`src/rtl/proc_imem_fetch_tracker_if.sv`:
```
// Fetch <-> imem handshake bundle seen by the fetch tracker.
// master drives the fetch-side request/ready and imem-side response; slave is the tracker.
interface proc_imem_fetch_tracker_if #(
   parameter int p_req_nbits  = 77,
   parameter int p_resp_nbits = 47
);
   logic [p_req_nbits-1:0]  req_in_msg;
   logic                    req_in_val;
   logic                    req_in_rdy;
   logic [p_req_nbits-1:0]  req_out_msg;
   logic                    req_out_val;
   logic                    req_out_rdy;
   logic [p_resp_nbits-1:0] resp_in_msg;
   logic                    resp_in_val;
   logic                    resp_in_rdy;
   logic [p_resp_nbits-1:0] resp_out_msg;
   logic                    resp_out_val;
   logic                    resp_out_rdy;

   modport master (
      output req_in_msg, req_in_val, req_out_rdy, resp_in_msg, resp_in_val, resp_out_rdy,
      input  req_in_rdy, req_out_msg, req_out_val, resp_in_rdy, resp_out_msg, resp_out_val
   );

   modport slave (
      input  req_in_msg, req_in_val, req_out_rdy, resp_in_msg, resp_in_val, resp_out_rdy,
      output req_in_rdy, req_out_msg, req_out_val, resp_in_rdy, resp_out_msg, resp_out_val
   );
endinterface

```
`src/rtl/proc_imem_fetch_tracker.sv`:
```
// Tracks up to p_max_outstanding in-order imem requests and drops every stale response after a squash.
// Optional counters stat_issued/stat_dropped/stat_spurious exist only with PROC_IMEM_FETCH_TRACKER_STATS_EN.
module proc_imem_fetch_tracker #(
   parameter int p_req_nbits       = 77,
   parameter int p_resp_nbits      = 47,
   parameter int p_max_outstanding = 4,
   localparam int c_cnt_nbits      = $clog2(p_max_outstanding + 1)
) (
   input  logic                          clk,
   input  logic                          reset,
   input  logic                          squash,
   proc_imem_fetch_tracker_if.slave      bus,
   output logic [c_cnt_nbits-1:0]        num_outstanding,
   output logic                          idle
`ifdef PROC_IMEM_FETCH_TRACKER_STATS_EN
   ,
   output logic [31:0]                   stat_issued,
   output logic [31:0]                   stat_dropped,
   output logic [31:0]                   stat_spurious
`endif
);

   localparam logic [c_cnt_nbits-1:0] c_max = c_cnt_nbits'(p_max_outstanding);
   localparam logic [c_cnt_nbits-1:0] c_one = c_cnt_nbits'(1);

   logic [c_cnt_nbits-1:0]  r_outstanding;
   logic [c_cnt_nbits-1:0]  r_pending_drop;
   logic [c_cnt_nbits-1:0]  w_outstanding_next;
   logic [c_cnt_nbits-1:0]  w_pending_drop_next;
   logic [p_req_nbits-1:0]  w_req_msg;
   logic [p_resp_nbits-1:0] w_resp_msg;
   logic                    w_run;
   logic                    w_full;
   logic                    w_drop_now;
   logic                    w_req_fire;
   logic                    w_resp_fire;
   logic                    w_resp_dec;

   // reset is active-low; while asserted the request side is closed and responses are swallowed
   assign w_run      = reset;
   assign w_full     = (r_outstanding == c_max);
   assign w_drop_now = !w_run || squash || (r_pending_drop != '0) || (r_outstanding == '0);

   assign w_req_msg        = bus.req_in_msg;
   assign bus.req_out_msg  = w_req_msg;
   assign bus.req_out_val  = w_run && bus.req_in_val && !w_full;
   assign bus.req_in_rdy   = w_run && bus.req_out_rdy && !w_full;

   assign w_resp_msg       = bus.resp_in_msg;
   assign bus.resp_out_msg = w_resp_msg;
   assign bus.resp_out_val = bus.resp_in_val && !w_drop_now;
   assign bus.resp_in_rdy  = w_drop_now ? 1'b1 : bus.resp_out_rdy;

   assign w_req_fire  = bus.req_out_val && bus.req_out_rdy;
   assign w_resp_fire = bus.resp_in_val && bus.resp_in_rdy;
   assign w_resp_dec  = w_resp_fire && (r_outstanding != '0);

   always_comb begin
      w_outstanding_next  = r_outstanding;
      w_pending_drop_next = r_pending_drop;
      if (w_req_fire)
         w_outstanding_next = w_outstanding_next + c_one;
      if (w_resp_dec)
         w_outstanding_next = w_outstanding_next - c_one;
      // the request fired alongside a squash is the redirect itself, so it is not marked stale
      if (squash)
         w_pending_drop_next = w_resp_dec ? (r_outstanding - c_one) : r_outstanding;
      else if (w_resp_fire && (r_pending_drop != '0))
         w_pending_drop_next = r_pending_drop - c_one;
   end

   always_ff @(posedge clk or negedge reset) begin
      if (!reset) begin
         r_outstanding  <= '0;
         r_pending_drop <= '0;
      end else begin
         r_outstanding  <= w_outstanding_next;
         r_pending_drop <= w_pending_drop_next;
      end
   end

   assign num_outstanding = r_outstanding;
   assign idle            = (r_outstanding == '0);

`ifdef PROC_IMEM_FETCH_TRACKER_STATS_EN
   logic [31:0] r_stat_issued;
   logic [31:0] r_stat_dropped;
   logic [31:0] r_stat_spurious;

   always_ff @(posedge clk or negedge reset) begin
      if (!reset) begin
         r_stat_issued   <= '0;
         r_stat_dropped  <= '0;
         r_stat_spurious <= '0;
      end else begin
         if (w_req_fire)
            r_stat_issued <= r_stat_issued + 32'd1;
         if (w_resp_fire && w_drop_now && (r_outstanding != '0))
            r_stat_dropped <= r_stat_dropped + 32'd1;
         if (w_resp_fire && (r_outstanding == '0))
            r_stat_spurious <= r_stat_spurious + 32'd1;
      end
   end

   assign stat_issued   = r_stat_issued;
   assign stat_dropped  = r_stat_dropped;
   assign stat_spurious = r_stat_spurious;
`endif

endmodule

```
`src/flat_wrapper.sv`:
```
// flat-port wrapper written by rule: the top's interface ports become plain ports
module proc_imem_fetch_tracker_flat 
#(
   parameter int p_req_nbits       = 77,
   parameter int p_resp_nbits      = 47,
   parameter int p_max_outstanding = 4,
   localparam int c_cnt_nbits      = $clog2(p_max_outstanding + 1)
)
  (clk, reset, squash, num_outstanding, idle, bus_req_in_msg, bus_req_in_val, bus_req_out_rdy, bus_resp_in_msg, bus_resp_in_val, bus_resp_out_rdy, bus_req_in_rdy, bus_req_out_msg, bus_req_out_val, bus_resp_in_rdy, bus_resp_out_msg, bus_resp_out_val);
  proc_imem_fetch_tracker_if #(.p_req_nbits(p_req_nbits), .p_resp_nbits(p_resp_nbits)) bus_i ();
  input  logic clk;
  input  logic reset;
  input  logic squash;
  output logic [c_cnt_nbits-1:0] num_outstanding;
  output logic idle;
  input wire logic [$bits(bus_i.req_in_msg)-1:0] bus_req_in_msg;
  input wire logic [$bits(bus_i.req_in_val)-1:0] bus_req_in_val;
  input wire logic [$bits(bus_i.req_out_rdy)-1:0] bus_req_out_rdy;
  input wire logic [$bits(bus_i.resp_in_msg)-1:0] bus_resp_in_msg;
  input wire logic [$bits(bus_i.resp_in_val)-1:0] bus_resp_in_val;
  input wire logic [$bits(bus_i.resp_out_rdy)-1:0] bus_resp_out_rdy;
  output wire logic [$bits(bus_i.req_in_rdy)-1:0] bus_req_in_rdy;
  output wire logic [$bits(bus_i.req_out_msg)-1:0] bus_req_out_msg;
  output wire logic [$bits(bus_i.req_out_val)-1:0] bus_req_out_val;
  output wire logic [$bits(bus_i.resp_in_rdy)-1:0] bus_resp_in_rdy;
  output wire logic [$bits(bus_i.resp_out_msg)-1:0] bus_resp_out_msg;
  output wire logic [$bits(bus_i.resp_out_val)-1:0] bus_resp_out_val;
  assign bus_i.req_in_msg = bus_req_in_msg;
  assign bus_i.req_in_val = bus_req_in_val;
  assign bus_i.req_out_rdy = bus_req_out_rdy;
  assign bus_i.resp_in_msg = bus_resp_in_msg;
  assign bus_i.resp_in_val = bus_resp_in_val;
  assign bus_i.resp_out_rdy = bus_resp_out_rdy;
  assign bus_req_in_rdy = bus_i.req_in_rdy;
  assign bus_req_out_msg = bus_i.req_out_msg;
  assign bus_req_out_val = bus_i.req_out_val;
  assign bus_resp_in_rdy = bus_i.resp_in_rdy;
  assign bus_resp_out_msg = bus_i.resp_out_msg;
  assign bus_resp_out_val = bus_i.resp_out_val;
  proc_imem_fetch_tracker #(.p_req_nbits(p_req_nbits), .p_resp_nbits(p_resp_nbits), .p_max_outstanding(p_max_outstanding)) u_core (.clk(clk), .reset(reset), .squash(squash), .bus(bus_i), .num_outstanding(num_outstanding), .idle(idle));
endmodule
```
`config.mk`:
```
export PLATFORM = sky130hd
export DESIGN_NAME = proc_imem_fetch_tracker_flat
export DESIGN_NICKNAME = d
export VERILOG_FILES = /design/src/rtl/proc_imem_fetch_tracker_if.sv /design/src/rtl/proc_imem_fetch_tracker.sv /design/src/flat_wrapper.sv
export SDC_FILE = /design/constraint.sdc
export NUM_CORES = 1
export LEC_CHECK = 0
export CAP_MARGIN = 0
export CORE_AREA = 5 5 99 101
export DETAILED_ROUTE_END_ITERATION = 12
export DIE_AREA = 0 0 104 106
export PLACE_DENSITY = 0.74
export SLEW_MARGIN = 20
export SYNTH_ARGS = -nofsm -noshare
export SYNTH_HDL_FRONTEND = slang
export SYNTH_SLANG_ARGS = --single-unit
```
`constraint.sdc`:
```
create_clock -name clk -period 3.8 [get_ports clk]
set_clock_uncertainty 0.05 [all_clocks]
set_input_delay 0.57 -clock clk [delete_from_list [all_inputs] [get_ports clk]]
set_output_delay 0.57 -clock clk [all_outputs]
set_load 0.01 [all_outputs]
```
==> results of run 1 <==
[flip-flops by register name (all words and copies together), names as in the netlist]
register and count:
u_core.r_pending_drop 3, u_core.num_outstanding 3
[placed cells by master, fill, tap and decap left out, drive strengths merged, types with 3 or more instances in the layout]
cell type | Yosys | routed
mux2i | 3 | 3
xnor2 | 4 | 4
o21ai | 4 | 4
inv | 7 | 7
clkdlybuf4s50 | 0 | 14
clkbuf | 0 | 3
ha | 6 | 6
dfrtp | 6 | 6
nand2 | 4 | 4
[cell families (layout without fill, tap and decap cells)]
| group | count (synthesis) | in the layout | synth area share (%) |
|---|---|---|---|
| buffers and inverters | 131 | 24 | 65.05 |
| AND/OR/NAND/NOR | 18 | 18 | 8.164 |
| AO/OA/AOI/OAI | 10 | 10 | 5.188 |
| adder cells (fa/ha/maj) | 6 | 6 | 5.102 |
| flip-flops | 6 | 6 | 10.20 |
| XOR/XNOR | 5 | 5 | 3.487 |
| multiplexers | 4 | 4 | 2.806 |
[Yosys cell counts]
master / n / share of area, %
o21ai_2: 1 / 0.60
o21ai_1: 1 / 0.34
nand2b_1: 1 / 0.43
mux2_2: 1 / 0.77
buf_4: 124 / 63
nand4_1: 2 / 0.85
a211oi_1: 1 / 0.51
nand2_1: 4 / 1.0
ha_1: 6 / 5.1
xor2_1: 1 / 0.60
a31oi_1: 1 / 0.43
xnor2_1: 3 / 1.8
a2bb2oi_1: 1 / 0.60
nor2b_1: 1 / 0.43
nand3_1: 2 / 0.68
o21ai_0: 2 / 0.68
inv_1: 7 / 1.8
or3_1: 1 / 0.43
mux2i_1: 3 / 2.0
nor3_1: 2 / 0.68
and3_1: 2 / 0.85
a221o_1: 1 / 0.68
o211ai_2: 1 / 0.85
nor2_2: 1 / 0.43
and2_2: 1 / 0.51
o211ai_1: 1 / 0.51
nand4bb_4: 1 / 1.9
dfrtp_1: 6 / 10
xnor2_2: 1 / 1.1
[critical path: cells and delay by family]
family	cells	cell delay (ns)
buf+inv	2	1.25
simple gates	3	0.42
[final cells by class]
type	instances	area, sq um
fillers	1065	8073
multi-input cells	43	364.1
clock buffers	3	41.29
flip-flops and latches	6	150.1
well taps	111	138.9
inverters	7	26.28
repair buffers	14	140.1
[metrics by stage]
| step | setup slack (ns) | hold slack [ns] | utilization, % | std cells | total power, mW |
|---|---|---|---|---|---|
| 3_3_place_gp | 0.9168 | 0.5893 | 9.174 | 181 | 0.4404 |
| 4_1_cts | 0.9046 | 0.6049 | 9.636 | 184 | 0.5531 |
| 2_1_floorplan | 1.660 | 0.2244 | - | 180 | 0.4743 |
| 5_1_grt | 0.8200 | 0.6427 | 9.636 | 184 | 0.5997 |
| 6_report | 0.9362 | 0.5955 | 9.636 | 184 | 0.5468 |
| 3_5_place_dp | 0.9103 | 0.5893 | 9.174 | 181 | 0.4533 |
[report_power, final]
group / switching (mW) / internal, mW / leakage [nW]
Sequential: 0.0359 / 0.0983 / 0.0694
Combinational: 0.153 / 0.163 / 0.242
Clock: 0.0284 / 0.0681 / 0.0216
[per-layer routing]
metal | GRT usage (%) | up-vias
met4 | 7.678 | 0
li1 | - | 235
met3 | 1.396 | 53
met2 | 5.965 | 57
met1 | 2.346 | 267
met5 | 0 | -
[how the worst max path moves through the flow]
| stage | slack [ns] | cells after the start | end | startpoint |
|---|---|---|---|---|
| floorplan | 1.66 | 9 | u_core.num_outstanding[2]$_DFF_PN0_ | u_core.num_outstanding[0]$_DFF_PN0_ |
| global route | 0.82 | 5 | bus_resp_in_rdy | reset |
| finish | 0.94 | 5 | bus_resp_in_rdy | reset |
| detailed placement | 0.91 | 5 | bus_resp_in_rdy | reset |
| global placement | 0.92 | 5 | bus_resp_in_rdy | reset |
| CTS | 0.90 | 5 | bus_resp_in_rdy | reset |
==> metrics.txt, run 1 <==
leakage=0.3329 nW; Reg2Reg Setup Slack=1.43 ns; design area=860.8 sq um; RSZ-0062 raised after global routing=no; CTS max path bufs=2; reg-to-reg critical path endpoint=u_core.num_outstanding[2]$_DFF_PN0_; CTS tree=yes; Pins Over Slew Limit=0; Min-Delay Path Depth=3; DR WL met3=304 um; Unique masters post-synth=29; layout cells sized above 1=13.70%; vias in the first global route=669; # hold bufs at CTS=0; H-tree levels=1; Post-Syn Area=0.001471 sq mm; min Tclk post-route=2.864 ns; Crit path largest cell delay=0.77 ns; routed wire length per instance=12.61 um; # rows=35; met2 WL=1.055 mm; Slowest cell on crit path=clkdlybuf4s50_1; routability cong.=0.7487; WS Path Type=primary input to output pin; core area=0.008934 sq mm; clk sink count=6; Mean Syn Cell Area=8.175 sq um; antenna violations before repair=0; hold_sp=u_core.r_pending_drop[0]$_DFFE_PN0P_; pwr dens=635.2 mW/mm^2; Post-CTS Setup Repair Bufs=0; register area share after synthesis=10.20%; Post-Route WL=2.321 mm; period utilization=75.36%; Worst slew margin=67.91%; Max Fanout on Critical Path=11; Crit path required time=3.18 ns; Hold Path Class=register to register; TritonCTS buffer count=3; max frequency=349.2 MHz; routed vias/inst=3.326; Layout area overhead=-41.50%; Die Y=106 um; Buffers on Ports=14; Detail Placement HPWL=1.834 mm; # diodes=0; crit path launch type=primary input; drt first-iter violations=3; reg2reg start=u_core.num_outstanding[0]$_DFF_PN0_; clk_lat worst skew=0.22 ns; Critical Path, Cell by Cell=clkdlybuf4s50_1 -> nand4bb_4 -> nor2_2 -> nand2_1 -> clkdlybuf4s50_1; grt ovf=0; post-synthesis register bit count=6; worst slew pin tran=0.4799 ns; yosys warns=0; clk slew on worst S/H paths=0.04 ns; # setup viols final=0; # IOs=263; maximum number of pins on one net before global-route repair=12; DR top layer=met4; Initial Util=16.47%; WL met1=554 um; maxcap violations=0; CP Data Arrival Time=2.24 ns; count of final hold-check violations=0; CTS root buffer=clkbuf_8; Hold Path End=u_core.r_pending_drop[0]$_DFFE_PN0P_; Routed Antenna Nets=0; Final TNS setup=0 ns; Gates resized, CTS repair=0; Tot GR Track Use=3.829%; TritonRoute pass-1 iters=2; Die ar.=0.01102 sq mm; Top cell by count, worst path=clkdlybuf4s50_1; Die W=104 um; final net count=212; first-pass GRT wire length=3.360 mm; R2R depth=9; Post-Synthesis Cells=180; DRC violations left=0; run status=completed; peak supply drop=0.0004117 V; Vias=612; CP endpoint kind=output pin; placed cell areas=819.5 sq um; Synthesized Nets=317
Power figures use the tool's default switching activity.
==> run 2, diff against run 1 <==
- CORE_AREA: 5 5 99 101 -> 5 5 98 100
- DIE_AREA: 0 0 104 106 -> 0 0 103 105
- PLACE_DENSITY: 0.74 -> 0.75
- clock period: 3.8 -> 2.7 ns (I/O delays scaled with it)
==> run 2 against run 1 <==
Compared with the run above:
- power is 45% higher
- largest power group unchanged
- die area is 1.9% lower
- clock power up 40%
- highest routed layer unchanged
- sequential power increased by 40%
==> metrics.txt, run 2 (synthesis gave the netlist of run 1 again) <==
run status=completed; min Tclk post-route=2.573 ns; reg-to-reg critical path endpoint=u_core.num_outstanding[2]$_DFF_PN0_; antenna violations before repair=0; Reg2Reg Setup Slack=0.30 ns; DRC violations left=0; core area=0.008593 sq mm; Crit path required time=2.25 ns; Slowest cell on crit path=clkdlybuf4s50_1; WS Path Type=register to output pin; Crit path largest cell delay=0.56 ns; RSZ-0062 raised after global routing=no; Post-CTS Setup Repair Bufs=0; Layout area overhead=-39.71%; Worst slew margin=79.41%; pwr dens=891.9 mW/mm^2; maxcap violations=0; CTS tree=yes; Internal=0.4741 mW; final critical-path setup slack=0.1272 ns; crit path launch type=register; # hold bufs at CTS=0; Initial Util=17.12%; peak supply drop=0.0001672 V; CP endpoint kind=output pin; Final TNS setup=0 ns; Logic pwr share=59.3%; Vias=623; TritonRoute pass-1 iters=4; # rows=34; Seq pwr share=23.6%; vias in the first global route=716; clk slew on worst S/H paths=0.04 ns; Routed Antenna Nets=0; drt first-iter violations=5; Die ar.=0.01082 sq mm; Gates resized, CTS repair=0; routed wire length per instance=15.22 um; H-tree levels=1; # IOs=263; # diodes=0; grt ovf=0; Hold Path Class=primary input to asynchronous set/reset pin; clock network fraction of design power=17.1%; Post-Route WL=2.801 mm; routability cong.=0.7909; period utilization=95.29%; Detail Placement HPWL=2.322 mm; Fill cells=995; clk_lat worst skew=0.22 ns; sw frac=40.07%; leakage=0.3538 nW; reg2reg start=u_core.num_outstanding[0]$_DFF_PN0_; worst slew pin tran=0.3079 ns; Tot GR Track Use=5.084%; layout cells sized above 1=18.42%; WP buf/inv=2; # setup viols final=0; Die Y=105 um; TritonCTS buffer count=3; Pins Over Slew Limit=0; Critical Path, Cell by Cell=inv_1 -> ha_1 -> nand2b_4 -> and2_2 -> nor2b_1 -> clkdlybuf4s50_1; CP top delay family=buffers and inverters; Place WS=0.2116 ns; CTS max path bufs=2; first-pass GRT wire length=4.036 mm; R2R depth=9; count of final hold-check violations=0; Sw Pwr=0.3171 mW; CTS root buffer=clkbuf_8; max frequency=388.7 MHz; maximum number of pins on one net before global-route repair=9; Die W=103 um; Buffers on Ports=14; commonest non-fill, non-tap cell in the layout=clkdlybuf4s50_1; highest-count cells in the layout ignoring fill and taps=clkdlybuf4s50_1, inv_1, ha_1, dfrtp_1, nand2_1; Max Fanout on Critical Path=5; clk sink count=6; CP Data Arrival Time=2.12 ns; final net count=215; routed vias/inst=3.386
run 2: changes by cell type in the layout (fill, tap and decap cells not counted), sizes merged:
cell	delta
buf	+3
run 2: metrics by stage:
| step | hold slack [ns] | area, sq um | power [mW] | std cells | utilization (%) |
|---|---|---|---|---|---|
| 6_report | 0.3879 | 887.1 | 0.7912 | 184 | 10.32 |
| 5_1_grt | 0.4121 | 887.1 | 0.8590 | 184 | 10.32 |
| 4_1_cts | 0.3861 | 879.6 | 0.7915 | 184 | 10.24 |
| 3_5_place_dp | 0.5900 | 838.3 | 0.6492 | 181 | 9.755 |
| 3_3_place_gp | 0.5862 | 838.3 | 0.6347 | 181 | 9.755 |
| 2_1_floorplan | 0.05941 | 1471 | 0.6676 | 180 | - |
run 2: worst register-to-register path, cell delays in order (launching register included):
cell       delay, ns
dfrtp_1         0.41
inv_1           0.17
ha_1            0.33
nand2_1         0.12
nand4_1         0.19
mux2i_1         0.26
ha_1            0.22
nand3_1         0.09
a2bb2oi_1       0.14
a221o_1         0.30
run 2: how the worst max path moves through the flow:
| stage | start | to | slack [ns] | cells past startpoint |
|---|---|---|---|---|
| after CTS | u_core.num_outstanding[0]$_DFF_PN0_ | bus_resp_out_val | 0.03 | 6 |
| after global placement | reset | bus_resp_in_rdy | 0.25 | 5 |
| after detailed placement | reset | u_core.num_outstanding[2]$_DFF_PN0_ | 0.21 | 7 |
| final | u_core.num_outstanding[0]$_DFF_PN0_ | bus_resp_out_val | 0.13 | 6 |
| after floorplan | u_core.num_outstanding[0]$_DFF_PN0_ | u_core.num_outstanding[2]$_DFF_PN0_ | 0.56 | 9 |
| after global routing | u_core.num_outstanding[0]$_DFF_PN0_ | bus_resp_out_val | 0.04 | 6 |
run 2: area by class of cell:
cell class	instances	area [sq um]	share of cell area [%]
clock buffers	3	41.29	4.654
inverters	7	26.28	2.962
multi-input cells	43	371.6	41.89
flip-flops and latches	6	150.1	16.93
well taps	108	135.1	15.23
repair buffers	17	162.7	18.34
run 2: layer usage:
layer,GRT usage [%],vias to the layer above,routed length (um)
met5,0,-,0
met4,7.678,0,372
met3,2.931,52,411
met2,8.020,72,1350
met1,3.116,258,667
li1,-,241,-
run 2: power groups by stage:
stage	clock [mW]	combinational, mW	sequential, mW
final	0.135	0.469	0.187
after global routing	0.144	0.520	0.195
after CTS	0.140	0.465	0.187
after detailed placement	0	0.463	0.187
after global placement	0	0.445	0.190
after floorplan	0	0.480	0.188
